**src/rtl/vermibus_arbiter_pkg.sv**
```systemverilog
// Shared types and constants for the Vermibus arbiter.
// Holds the FSM state enum, bus widths, the default timeout read word
// and a helper for index widths.
package vermibus_arbiter_pkg;

  localparam int unsigned WORD_WIDTH   = 32;
  localparam int unsigned STROBE_WIDTH = 4;

  // Word handed back when the watchdog forces a response.
  localparam logic [WORD_WIDTH-1:0] TIMEOUT_RDATA_DEFAULT = 32'hDEADBEEF;

  typedef enum logic {
    IDLE = 1'b0,
    BUSY = 1'b1
  } state_e;

  // Width of a requester index; at least one bit.
  function automatic int unsigned idx_width(input int unsigned n);
    return (n > 1) ? $clog2(n) : 1;
  endfunction

endpackage

```
**src/rtl/vermibus_rr_pick.sv**
```systemverilog
// Round-robin selector.
// Ports: valid     - per-requester valid
//        last_grant - index served most recently
//        any       - at least one valid is set
//        pick      - first valid index searching from last_grant+1 (mod N)
module vermibus_rr_pick
  import vermibus_arbiter_pkg::*;
#(
  parameter int unsigned N = 2,
  localparam int unsigned GW = idx_width(N)
) (
  input  logic [N-1:0]  valid,
  input  logic [GW-1:0] last_grant,
  output logic          any,
  output logic [GW-1:0] pick
);

  logic [GW-1:0] idx;

  // Walk the distances from farthest to nearest so the nearest valid
  // requester after last_grant is the one left in pick.
  always_comb begin
    any  = 1'b0;
    pick = '0;
    idx  = '0;
    for (int k = N; k >= 1; k--) begin
      idx = GW'((int'(last_grant) + k) % N);
      if (valid[idx]) begin
        any  = 1'b1;
        pick = idx;
      end
    end
  end

endmodule

```
**src/rtl/vermibus_arbiter.sv**
```systemverilog
// Shares one Vermibus target between N requesters with round-robin grant,
// the grant held from acceptance until the target answers, and a response
// watchdog that forces a reply from a silent target.
// Ports: clk, reset (async, active-low)
//        req_*  - requester side (valid/address/wstrobe/wdata in, ready/rdata out)
//        tgt_*  - target side (valid/address/wstrobe/wdata out, ready/rdata in)
//        grant  - current or last granted requester
//        timeout_flag - sticky, set on any watchdog response
module vermibus_arbiter
  import vermibus_arbiter_pkg::*;
#(
  parameter int unsigned N = 2,
  parameter int unsigned TIMEOUT = 256,
  parameter logic [WORD_WIDTH-1:0] TIMEOUT_RDATA = TIMEOUT_RDATA_DEFAULT,
  localparam int unsigned GW = idx_width(N)
) (
  input  logic                                clk,
  input  logic                                reset,
  input  logic [N-1:0]                        req_valid,
  input  logic [N-1:0][WORD_WIDTH-1:0]        req_address,
  input  logic [N-1:0][STROBE_WIDTH-1:0]      req_wstrobe,
  input  logic [N-1:0][WORD_WIDTH-1:0]        req_wdata,
  output logic [N-1:0]                        req_ready,
  output logic [WORD_WIDTH-1:0]               req_rdata,
  output logic                                tgt_valid,
  output logic [WORD_WIDTH-1:0]               tgt_address,
  output logic [STROBE_WIDTH-1:0]             tgt_wstrobe,
  output logic [WORD_WIDTH-1:0]               tgt_wdata,
  input  logic                                tgt_ready,
  input  logic [WORD_WIDTH-1:0]               tgt_rdata,
  output logic [GW-1:0]                       grant,
  output logic                                timeout_flag
);

  localparam int unsigned CW = (TIMEOUT > 0) ? $clog2(TIMEOUT + 1) : 1;
  localparam logic [CW-1:0] CNT_LIMIT = CW'((TIMEOUT > 0) ? (TIMEOUT - 1) : 0);
  localparam logic [CW-1:0] CNT_MAX   = '1;

  state_e        state, state_d;
  logic [GW-1:0] grant_d;
  logic [GW-1:0] last_grant, last_grant_d;
  logic [CW-1:0] wd_cnt, wd_cnt_d;
  logic          timeout_flag_d;

  logic          rr_any;
  logic [GW-1:0] rr_pick;
  logic          busy, cur_valid, wd_fire;

  vermibus_rr_pick #(.N(N)) u_rr_pick (
    .valid      (req_valid),
    .last_grant (last_grant),
    .any        (rr_any),
    .pick       (rr_pick)
  );

  // Target-side mux and requester-side response; combinational passthrough.
  always_comb begin
    busy      = (state == BUSY);
    cur_valid = req_valid[grant];
    wd_fire   = busy && cur_valid && !tgt_ready &&
                (TIMEOUT != 0) && (wd_cnt == CNT_LIMIT);

    tgt_valid   = busy && cur_valid && !wd_fire;
    tgt_address = req_address[grant];
    tgt_wstrobe = req_wstrobe[grant];
    tgt_wdata   = req_wdata[grant];

    req_ready = '0;
    if (busy && cur_valid && (tgt_ready || wd_fire)) begin
      req_ready[grant] = 1'b1;
    end
    req_rdata = wd_fire ? TIMEOUT_RDATA : tgt_rdata;
  end

  // Next-state, grant bookkeeping and watchdog.
  always_comb begin
    state_d        = state;
    grant_d        = grant;
    last_grant_d   = last_grant;
    wd_cnt_d       = wd_cnt;
    timeout_flag_d = timeout_flag;

    case (state)
      IDLE: begin
        wd_cnt_d = '0;
        if (rr_any) begin
          grant_d = rr_pick;
          state_d = BUSY;
        end
      end
      BUSY: begin
        if (!cur_valid) begin
          // Requester withdrew: abandon without ready, keep rotation position.
          state_d  = IDLE;
          wd_cnt_d = '0;
        end else if (tgt_ready || wd_fire) begin
          last_grant_d = grant;
          state_d      = IDLE;
          wd_cnt_d     = '0;
          if (wd_fire) begin
            timeout_flag_d = 1'b1;
          end
        end else if ((TIMEOUT != 0) && (wd_cnt != CNT_MAX)) begin
          wd_cnt_d = wd_cnt + CW'(1);
        end
      end
      default: state_d = IDLE;
    endcase
  end

  always_ff @(posedge clk or negedge reset) begin
    if (!reset) begin
      state        <= IDLE;
      grant        <= '0;
      last_grant   <= GW'(N - 1);
      wd_cnt       <= '0;
      timeout_flag <= 1'b0;
    end else begin
      state        <= state_d;
      grant        <= grant_d;
      last_grant   <= last_grant_d;
      wd_cnt       <= wd_cnt_d;
      timeout_flag <= timeout_flag_d;
    end
  end

endmodule

```
**config.mk**
```make
export PLATFORM = sky130hd
export DESIGN_NAME = vermibus_arbiter
export DESIGN_NICKNAME = d
export VERILOG_FILES = /design/src/rtl/vermibus_arbiter_pkg.sv /design/src/rtl/vermibus_rr_pick.sv /design/src/rtl/vermibus_arbiter.sv
export SDC_FILE = /design/constraint.sdc
export NUM_CORES = 1
export LEC_CHECK = 0
export CORE_ASPECT_RATIO = 1.4
export CORE_MARGIN = 8
export CORE_UTILIZATION = 20
export DETAILED_ROUTE_END_ITERATION = 16
export GPL_TIMING_DRIVEN = 0
export PLACE_DENSITY = 0.76
export RECOVER_POWER = 50
export SYNTH_ARGS = -nofsm -noshare
export SYNTH_HDL_FRONTEND = slang
export SYNTH_SLANG_ARGS = --single-unit
```
**constraint.sdc**
```tcl
create_clock -name clk -period 2.05 [get_ports clk]
set_clock_uncertainty 0.2 [all_clocks]
set_input_delay 0.41 -clock clk [delete_from_list [all_inputs] [get_ports clk]]
set_output_delay 0.41 -clock clk [all_outputs]
set_load 0.02 [all_outputs]
```
==> run metrics <==
Reg2Reg Depth 12; final setup margin -0.5095 ns; run status finished, violations left; reg-to-reg endpoint wd_cnt[7]; CTS HTree Levels 1; Primary FF master, synth dfrtp_1; via count 2767; Tmin final 2.559 ns; Starting Density 0.2034; Hold Crit Depth 1; CP endpoint kind output port; min-delay src timeout_flag; Avg Cell Area, Syn 9.560 um2; Core Rows 40; DR pass1 iterations 4; vias in the first global route 3098; Hold/Removal Path Class flip-flop to flip-flop; ANT cells 0; critical path fanouts, max 5; Worst Hold End timeout_flag; register area share after synthesis 0.1887; drt via density 4.536; Post-synth top cells 68 x mux2_2, 25 x nand2b_1, 12 x dfrtp_1; number of port buffers 277; post-synth top area share 0.4425; Post-synth EDFFs 0; Boundary Pins 278; WL/cell 20.89 um; Synth area leader mux2_2; gpl congestion 0.8091; Worst VDD drop 567.2 uV; DIE AREA 11930 um2; CP Data Arrival Time 1.95 ns; Reg area 329.1 um2; design area 5715 um2; Lkg Pwr 2.621 nW; CP Class flip-flop to output port; CP Launch Type flip-flop; Clock Tree Buf Depth 2; Peak Freq 390.7 MHz; Ys Warns 0; cts bufs inserted 3; Max Cap Viol 0; top cells by area, synth mux2_2 44%, dfrtp_1 17%, nand2b_1 9.0%; Cell Area, Placed 4852 um2; final setup TNS -26.24 ns; fillers 674; unique cell type count in the Yosys netlist 30; CORE AREA 8508 um2; # DRC 0; first-pass GRT wire length 17.76 mm; Worst-path clk slew 0.05 ns; pin count of the biggest net entering global routing 14; most numerous cell in the Yosys netlist mux2_2; Area Growth Syn to Fin 230.3%; cell area power density 845.9 nW/um2; TritonCTS Sinks 13; Place WS -0.8478 ns; final setup vio count 95; area of the multi-input gates 1738 um2; normalized max-slew margin 0.5861; post-synth net total 357; dpl cells 563; clk_lat worst skew 0.24 ns; Util after Layout 0.6718; Mapped Area 1730 um2; All-Layer GR Usage 0.1927; Routed Wire Length 12.74 mm; Worst-Margin Slew 0.6188 ns; die width 94.62 um; Slew Viols, Final 0; Final ANT Viol Nets 0; Final HPWL DP 10.33 mm; Setup crit start wd_cnt[0]; R2R Setup Slk -0.48 ns; total gr overflow 0; # nets final 682; cell count after synthesis 181; RSZ-0062 raised after global routing yes; worst endpoint required time 1.44 ns; CTS tree done; Tcrit/Tclk final 1.249; Hold Violations, Final 0; failing checks negative setup slack; 1st-iter DRT viols 45; reg2reg start wd_cnt[0]; fin cells 610; clk root buf clkbuf_16; initial antenna violation count 0; count of state elements after synthesis 13; share of layout cells above drive strength 1 0.5624; Die Span Y 126.1 um; share of async-settable or async-resettable flops after synthesis 1.000
area by class of cell:
| class | count | share of cell area |
|---|---|---|
| Buffer | 8 | 0.02452 |
| Multi-Input combinational cell | 154 | 0.3041 |
| Tap cell | 105 | 0.02299 |
| Inverter | 2 | 0.001313 |
| Sequential cell | 13 | 0.05757 |
| Clock buffer | 4 | 0.01379 |
| Timing Repair Buffer | 324 | 0.5757 |
critical path, stage by stage, from the launching register on:
cell	delay, ns
dfrtp_2	0.38
ha_4	0.15
nand3_4	0.06
nor2_4	0.14
ha_4	0.15
nor2b_4	0.17
nand3_4	0.11
buf_12	0.16
buf_8	0.12
and2_4	0.13
buf_6	0.12
metrics by stage:
step                      hold WS (ns)  power (W)
final                           0.2701   0.004835
after global routing            0.3312   0.005044
after CTS                       0.2739   0.004460
after detailed placement        0.2593   0.003467
after global placement          0.2596   0.003454
after floorplan               -0.08559   0.001957
layer usage:
layer | vias to the layer above | wire length [um] | track usage
met5 | - | 0 | 0
met4 | 0 | 99 | 0.03875
met3 | 7 | 1336 | 0.07313
met2 | 187 | 6386 | 0.3333
met1 | 1281 | 4919 | 0.2164
li1 | 1292 | - | -
flip-flops by register name, indices dropped and copies added (netlist names):
register      cells
wd_cnt            9
busy              1
grant             1
last_grant        1
timeout_flag      1
layout by cell type (no fill, tap or decap), types with 2 or more instances in the layout:
master and n:
nor2_4 2, o21ai_0 5, dfrtp_1 10, buf_12 7, and2_4 8, xor2_1 3
nand2_1 4, buf_8 9, nand4b_1 2, nor2_1 9, ha_4 3, mux2_4 29
nand3_4 2, buf_4 44, a21oi_2 3, dfrtp_2 2, clkdlybuf4s50_1 170, buf_6 86
dlygate4sd2_1 2, inv_1 2, clkbuf_16 5, buf_2 10, or3_1 3, a21oi_1 3
mux2_2 40, nand2b_4 24
what timing repair did:
action                                  CTS  global route
endpoints found under the setup margin  103           108
gates cloned                              5             2
pin swaps                                12            12
hold buffers                              0             0
setup buffers                            31            15
resized for setup                       613            97
cells by family (layout without fill, tap and decap cells):
kind of cell	Yosys count	after routing	share of synthesized area
adder cells (fa/ha/maj)	3	3	0.02169
buffers and inverters	14	338	0.04628
AO/OA/AOI/OAI	13	13	0.04194
AND/OR/NAND/NOR	65	65	0.2292
flip-flops	13	13	0.1887
multiplexers	70	70	0.4570
XOR/XNOR	3	3	0.01519
power breakdown:
part / switching [W] / internal, W
clock network: 0.000106 / 0.000262
registers: 0.0000427 / 0.000295
logic: 0.00173 / 0.00240
total: 0.00188 / 0.00296
how the worst max path moves through the flow:
stage / end / slack [ns] / cells past startpoint
after floorplan: req_rdata[14] / -0.10 / 8
after global placement: req_rdata[27] / -0.82 / 9
after detailed placement: req_rdata[27] / -0.85 / 9
after CTS: req_rdata[4] / -0.50 / 10
after global routing: req_rdata[20] / -0.57 / 10
final: req_rdata[17] / -0.51 / 10
(Power assumes the default switching activity.)
